### src/rtl/shift_seq_ctrl.sv
// Multi-cycle shift sequencer: splits 0..31-bit SLL/SRL/SRA requests into passes
// of at most 15 bits through an external zero-fill left barrel shifter.
module shift_seq_ctrl #(
    parameter int unsigned SEL_W = 4,
    parameter int unsigned AMT_W = 5
) (
    input  logic               i_clk,
    input  logic               i_rst,
    input  logic               i_req_valid,
    output logic               o_req_ready,
    input  logic [1:0]         i_op,
    input  logic [31:0]        i_data,
    input  logic [AMT_W-1:0]   i_amt,
    output logic [31:0]        o_sh_b,
    output logic [SEL_W-1:0]   o_sh_sel,
    input  logic [31:0]        i_sh_bsl,
    output logic               o_rsp_valid,
    input  logic               i_rsp_ready,
    output logic [31:0]        o_result,
    output logic               o_err,
    output logic               o_busy
);

    localparam int unsigned    DATA_W   = 32;
    localparam logic [AMT_W-1:0] MAX_STEP = AMT_W'((1 << SEL_W) - 1);
    localparam logic [1:0]     OP_SRL   = 2'b01;
    localparam logic [1:0]     OP_SRA   = 2'b10;
    localparam logic [1:0]     OP_ILL   = 2'b11;

    typedef enum logic [1:0] {
        ST_IDLE = 2'd0,
        ST_PASS = 2'd1,
        ST_DONE = 2'd2
    } state_t;

    state_t              r_state;
    state_t              w_state_nxt;
    logic [DATA_W-1:0]   r_work;
    logic [DATA_W-1:0]   w_work_nxt;
    logic [AMT_W-1:0]    r_rem;
    logic [AMT_W-1:0]    w_rem_nxt;
    logic                r_inv;
    logic                w_inv_nxt;
    logic                r_rev;
    logic                w_rev_nxt;
    logic [DATA_W-1:0]   r_result;
    logic [DATA_W-1:0]   w_result_nxt;
    logic                r_err;
    logic                w_err_nxt;

    logic                w_accept;
    logic                w_acc_inv;
    logic                w_acc_rev;
    logic [DATA_W-1:0]   w_acc_pre;
    logic [AMT_W-1:0]    w_step;
    logic [AMT_W-1:0]    w_rem_left;
    logic [DATA_W-1:0]   w_bsl_rev;

    function automatic logic [DATA_W-1:0] f_bitrev(input logic [DATA_W-1:0] x);
        logic [DATA_W-1:0] y;
        for (int i = 0; i < int'(DATA_W); i++) begin
            y[i] = x[DATA_W-1-i];
        end
        return y;
    endfunction

    assign o_req_ready = (r_state == ST_IDLE) && !i_rst;
    assign o_busy      = (r_state != ST_IDLE);
    assign o_rsp_valid = (r_state == ST_DONE);
    assign o_result    = r_result;
    assign o_err       = r_err;

    // Right shifts: reverse, left-shift, reverse back; SRA wraps that in inversion
    // so the zero fill becomes sign fill.
    assign w_accept   = i_req_valid && o_req_ready;
    assign w_acc_inv  = (i_op == OP_SRA) && i_data[DATA_W-1];
    assign w_acc_rev  = (i_op == OP_SRL) || (i_op == OP_SRA);
    assign w_acc_pre  = w_acc_inv ? ~i_data : i_data;
    assign w_step     = (r_rem > MAX_STEP) ? MAX_STEP : r_rem;
    assign w_rem_left = r_rem - w_step;
    assign w_bsl_rev  = f_bitrev(i_sh_bsl);

    // Shifter inputs are forced quiet outside PASS.
    assign o_sh_b   = (r_state == ST_PASS) ? r_work : '0;
    assign o_sh_sel = (r_state == ST_PASS) ? SEL_W'(w_step) : '0;

    // Next-state and datapath update.
    always_comb begin
        w_state_nxt  = r_state;
        w_work_nxt   = r_work;
        w_rem_nxt    = r_rem;
        w_inv_nxt    = r_inv;
        w_rev_nxt    = r_rev;
        w_result_nxt = r_result;
        w_err_nxt    = r_err;

        case (r_state)
            ST_IDLE: begin
                if (w_accept) begin
                    w_inv_nxt  = w_acc_inv;
                    w_rev_nxt  = w_acc_rev;
                    w_work_nxt = w_acc_rev ? f_bitrev(w_acc_pre) : i_data;
                    w_rem_nxt  = i_amt;
                    if (i_op == OP_ILL) begin
                        w_state_nxt  = ST_DONE;
                        w_result_nxt = i_data;
                        w_err_nxt    = 1'b1;
                    end else if (i_amt == '0) begin
                        // Zero shift: the round trip through reversal is identity.
                        w_state_nxt  = ST_DONE;
                        w_result_nxt = i_data;
                        w_err_nxt    = 1'b0;
                    end else begin
                        w_state_nxt  = ST_PASS;
                    end
                end
            end
            ST_PASS: begin
                w_work_nxt = i_sh_bsl;
                w_rem_nxt  = w_rem_left;
                if (w_rem_left == '0) begin
                    w_state_nxt  = ST_DONE;
                    w_err_nxt    = 1'b0;
                    if (r_rev) begin
                        w_result_nxt = r_inv ? ~w_bsl_rev : w_bsl_rev;
                    end else begin
                        w_result_nxt = i_sh_bsl;
                    end
                end
            end
            ST_DONE: begin
                if (i_rsp_ready) begin
                    w_state_nxt = ST_IDLE;
                end
            end
            default: begin
                w_state_nxt = ST_IDLE;
            end
        endcase
    end

    always_ff @(posedge i_clk or posedge i_rst) begin
        if (i_rst) begin
            r_state  <= ST_IDLE;
            r_work   <= '0;
            r_rem    <= '0;
            r_inv    <= 1'b0;
            r_rev    <= 1'b0;
            r_result <= '0;
            r_err    <= 1'b0;
        end else begin
            r_state  <= w_state_nxt;
            r_work   <= w_work_nxt;
            r_rem    <= w_rem_nxt;
            r_inv    <= w_inv_nxt;
            r_rev    <= w_rev_nxt;
            r_result <= w_result_nxt;
            r_err    <= w_err_nxt;
        end
    end

endmodule

### config.mk
export PLATFORM = sky130hd
export DESIGN_NAME = shift_seq_ctrl
export DESIGN_NICKNAME = d
export VERILOG_FILES = /design/src/rtl/shift_seq_ctrl.sv
export SDC_FILE = /design/constraint.sdc
export NUM_CORES = 1
export LEC_CHECK = 0
export ABC_AREA = 1
export CAP_MARGIN = 15
export CORE_ASPECT_RATIO = 1.75
export CORE_UTILIZATION = 37
export CTS_CLUSTER_DIAMETER = 50
export DETAILED_ROUTE_END_ITERATION = 8
export PLACE_DENSITY = 0.68
export SETUP_SLACK_MARGIN = 0.02
export SYNTH_ARGS = -nofsm -noshare
export SYNTH_HDL_FRONTEND = slang
export SYNTH_SLANG_ARGS = --single-unit
### constraint.sdc
create_clock -name i_clk -period 3.2 [get_ports i_clk]
set_clock_uncertainty 0.2 [all_clocks]
set_input_delay 0.64 -clock i_clk [delete_from_list [all_inputs] [get_ports i_clk]]
set_output_delay 0.64 -clock i_clk [all_outputs]
set_load 0.03 [all_outputs]
**After elaboration in Yosys (flattened, before gate mapping)**

Cells that the tools add are included.

- Bits of input ports: 75
- Register bits: 74
- Output and inout bits: 72

- Order comparisons: 1
- Reductions and logical operators: 14
- Multiplexer cells: 27
- Add/sub/neg operators: 1
- Bitwise operators: 2
- Equality and inequality tests: 9

Operators with widths:

| kind | count |
|---|---|
| $mux W32 | 10 |
| $pmux W32 S2 | 2 |
| $not A32 Y32 | 2 |
| $logic_not A5 Y1 | 2 |
| $mux W2 | 5 |
| $mux W5 | 2 |
| $pmux W5 S2 | 1 |
| $eq A2 B2 Y1 const B | 3 |
| $pmux W2 S3 | 1 |
| $gt A5 B4 Y1 const B | 1 |
| $sub A5 B5 Y5 | 1 |
| $eq A2 B1 Y1 const B | 2 |
| $mux W1 | 4 |
| $mux W4 | 1 |
| $ne A2 B1 Y1 const B | 2 |
| $reduce_and A2 Y1 | 2 |
| $reduce_and A4 Y1 | 1 |
| $reduce_bool A2 Y1 | 2 |
| $logic_and A1 B1 Y1 | 3 |
| $ne A3 B1 Y1 const B | 1 |
| $reduce_and A3 Y1 | 1 |
| $logic_not A2 Y1 | 1 |
| $ne A2 B2 Y1 const B | 1 |
| $pmux W1 S2 | 1 |
| 2 further kinds | 2 |

**Logic depth before layout (Yosys ltp)**

- Word-level depth: 6
- Gate-level depth with buffers: 12

**Least setup slack after synthesis**

No wires, ideal clock.

- Kind: reg2out
- Start point: register r_state[1]
- End point: output port o_sh_b[21]
- Data required time: 2.360 ns
- Cell stages (with the launch flop): 7
- Arrival: 1.460 ns
- Path slack: 0.900 ns
- Path through: dfrtp_1 > inv_2 > nand2_4 > buf_2 > buf_2 > buf_2 > nor2_1

- Longest elaborated chain between the ends: 2

RTL lines:

| element | line | text |
|---|---|---|
| start: declaration | 36 | `state_t r_state;` |
| start signal: assignment | 152 | `r_state <= w_state_nxt;` |
| $eq A2 B1 Y1 | 84 | `assign o_sh_b = (r_state == ST_PASS) ? r_work : '0;` |
| $mux W32 | 84 |  |
| end: declaration | 14 | `output logic [31:0] o_sh_b,` |

Every way passes these cells.

**Worst setup path in the final report**

- Start point: register r_state[1]
- End point: output port o_sh_b[23]

The elaborated chain is that of the path after synthesis.

==> impl_summary.log <==
INFO  metric setup_repair_after_global_routing_missed_its_margin = false
INFO  metric synthMuxAreaShare = 0%
INFO  metric tritoncts = yes
INFO  metric routed_wire_length_per_instance = 16.8 microns
INFO  metric worstPathBufferInverterCount = 3
INFO  metric crit_fanout = 35
INFO  metric syn_inst = between 800 and 900
INFO  metric cts_max_level = 3
INFO  metric detail_route.drc_violations = 0
INFO  metric power_frac_clock = between 10% and 20%
INFO  metric detail-route-antenna-nets = 0
INFO  metric globalRouteMet2Util = 47.3%
INFO  metric synth_area_leaders = dfrtp_1, nand2_1, nor2_1
INFO  metric finalCoreUtilization = around half
INFO  metric largest_family_of_logic_cells_by_synthesized_area = simple AND/OR/NAND/NOR gates
INFO  metric internal_power = 3660 uW
INFO  metric synth_async_sr_flop_share = 100%
INFO  metric xor_and_xnor_area_share_after_synthesis = 4.94%
INFO  metric drtIter0Drc = around 400
INFO  metric cts.sinks = 74
INFO  metric cts.repair.resized = 0
INFO  metric syn_nets = 898
INFO  metric syn-cell-area = about 5300 sq um
INFO  metric fin_nets = 1016
INFO  metric place_worst_setup_slack = between 0.2 and 0.25 ns
INFO  metric wire_length_of_the_first_global_routing_pass = 29000 microns
INFO  metric worst_hold_check_path_type = reg -> reg
INFO  metric final_hold_viol_count = 0
INFO  metric comb_power_share = 63.0%
INFO  metric relSlewSlack = 53.7%
INFO  metric yosys.area_share.adder = less than 1%
INFO  metric worst_skew_pair_latency = ~0.35 ns
INFO  metric max-clock-path-buffers = 2
INFO  metric synthDistinctLibCells = 31
INFO  metric postLayoutSetupSlackWorst = about 0.22 ns
INFO  metric antenna-diode-count = 0
INFO  metric finalMaxSlewViolations = 0
INFO  metric critical_path.cell_chain = inv_2, nand2_4, buf_12, nor2_1, clkdlybuf4s50_1
INFO  metric max-cap-violations = 0
INFO  metric core_box_area = between 10000 and 15000 sq um
INFO  metric slowest_delay = 0.68 ns
INFO  metric vias = ~5.8k
INFO  metric drive_above_1_share = ~5.0%
INFO  metric count_of_buffers_from_port_buffering = 146
INFO  metric die_y = 161 microns
INFO  metric leakagePower = between 0.003 and 0.004 uW
INFO  metric synthTopCellsByCount = nand2_1, nor2_1, inv_1, dfrtp_1, o21ai_0
INFO  metric psw = about 3700 uW
INFO  metric fmax = 336 MHz
INFO  metric sw_frac_of_total = between 50% and 60%
INFO  metric synth-compound-area-share = between 10% and 20%
INFO  metric grt_overflow_total = 0
INFO  metric path_delay_family = buffers and inverters
INFO  metric min_period = a little under 3 ns
INFO  metric grt-busiest-layer = met2
INFO  metric critical_register_to_register_path_startpoint = r_rem[4]$_DFFE_PP0P_
INFO  metric grt_antenna_before_repair = 0
INFO  metric seq_area = around 1900 sq um
INFO  metric endpoint_kind = output pin
INFO  metric yosysWarningCount = 0
INFO  metric synth_top_flop_cell = dfrtp_1
INFO  metric routabilityCongestion = 0.912
INFO  metric critical_path.startpoint_type = flip-flop
INFO  metric timing.final.crit_share = 93.0%
INFO  metric synth_largest_area_cell = dfrtp_1
INFO  metric cts_made_buffers = 9
INFO  metric worstMarginPinSlew = between 0.6 and 0.7 ns
INFO  metric worst_setup_hold_path_clk_slew = 0.07 ns
INFO  metric cts_root_buf = clkbuf_16
INFO  metric start_util = a little under two fifths
INFO  metric setup_bufs_post_cts = 0
INFO  metric setup.worst_path.class = reg -> out
INFO  metric hold_buffers = 0
INFO  metric fill_cells = 1477
INFO  metric synth_simple_gate_area_share = between 30% and 40%
INFO  metric worst_setup_path_startpoint = r_state[1]$_DFFE_PP0P_
INFO  metric avgSynthCellArea = roughly 6.5 sq um
INFO  metric run_status = complete, no violations
INFO  metric drt_pre_antenna_iters = 5
INFO  metric grt_start_max_net_pins = 61
INFO  metric via_density = between 5 and 6
INFO  metric area_growth_syn_to_layout = 35.9%
INFO  metric fin_tns_setup = 0 ns
INFO  metric setup_viol_count_final = 0
INFO  metric placementRows = 57
INFO  metric p_per_area = between 1000 and 1500 nW/um^2
INFO  metric share_seq_of_total_power = around 22%
INFO  metric worst-endpoint-required = 2.36 ns
INFO  metric global_route.usage.met3 = approximately 4.0%
INFO  metric all_layer_global_routing_usage = 25.8%
INFO  metric grt_util_met1 = between 20 and 30%
INFO  metric critical_path_arrival = between 2 and 2.5 ns
INFO  metric chipWidth = 92.7 microns
INFO  metric yosysTopAreaCellShare = a little over a third
INFO  metric hold_path_startpoint = o_result[1]$_DFFE_PP0P_
INFO  metric slowest_stage = clkdlybuf4s50_1
INFO  metric most_common_cell_in_the_netlist = nand2_1
INFO  metric worst_ir_drop_on_vdd = approximately 780 uV
INFO  metric via_count_of_the_first_global_routing_pass = roughly 5.6k
INFO  metric totalWireLength = between 15000 and 20000 microns
INFO  metric hpwl = 13600 microns
INFO  metric ys_ff_latch = 74
INFO  metric multi_input_comb_area = approximately 2800 sq um
INFO  metric synth_edf_count = 0
INFO  metric dieArea = roughly 15000 sq um
INFO  metric io_pins = ~150
INFO  metric yosysSeqAreaShare = 34.8%
-- layout make-up --
cell class                      count  share of cell area, %
Sequential cell                    74                   25.6
Tap cell                          177                   3.06
Multi-Input combinational cell    576                   38.3
Timing Repair Buffer              162                   22.7
Clock buffer                        9                   3.11
Inverter                          115                   5.97
Clock inverter                      7                   1.16
-- per-layer routing --
metal	share of wire [%]	wire (microns)
met2	53	9950
met1	36	6780
met5	0	0
met3	5.8	1080
met4	5.2	969
-- logic make-up after synthesis --
group           Yosys count
buf+inv                 170
fa+ha+maj                 3
compound gates          144
flops                    74
xor+xnor                 30
simple gates            399
-- flip-flops by register name, indices dropped and copies added (netlist names) --
name      flops
o_result     32
r_state       2
o_err         1
r_work       32
r_inv         1
r_rem         5
r_rev         1
-- layout by cell type, fill, tap and decap left out, types with 9 or more instances in the layout --
cell               n
nand2_1          189
clkdlybuf4s50_1  146
nor2_1           129
inv_1            109
dfrtp_1           73
o21ai_0           61
nand3_1           37
a21oi_1           36
nand4_1           35
o22ai_1           31
xor2_1            30
buf_4             11
clkbuf_16          9
-- worst min-delay path: cells and delay by family, from the launching register on --
kind,cells,cell delay [ns]
AND/OR/NAND/NOR,2,0.09
flip-flops,1,0.34
-- through the flow --
| step | hold WS [ns] | std cells | total power, uW | cell area, sq um |
|---|---|---|---|---|
| floorplan | 0.270 | 820 | 4750 | 5320 |
| CTS | 0.275 | 1120 | 7370 | 7230 |
| finish | 0.270 | 1120 | 7330 | 7230 |
| detailed placement | 0.257 | 1104 | 6280 | 6920 |
| global placement | 0.255 | 1104 | 6220 | 6920 |
| global route | 0.289 | 1120 | 7880 | 7230 |
-- final timing paths --
kind                                            end  slack (ns)  depth (start not counted)
max                                      o_sh_b[23]        0.22                          5
min                         o_result[1]$_DFFE_PP0P_        0.27                          2
max reg2reg                o_result[27]$_DFFE_PP0P_        1.00                         10
min reg2reg                 o_result[1]$_DFFE_PP0P_        0.27                          2
max in group asynchronous    r_work[13]$_DFFE_PP0P_        1.63                          3
min in group asynchronous    r_work[31]$_DFFE_PP0P_        0.58                          2
-- power groups by stage --
stage / sequential (uW) / combinational [uW] / clock [uW]
CTS: 1630 / 4650 / 1100
global route: 1670 / 5070 / 1130
floorplan: 2000 / 2750 / 0
global placement: 1630 / 4590 / 0
finish: 1630 / 4620 / 1080
detailed placement: 1650 / 4630 / 0
(Power assumes the default switching activity.)
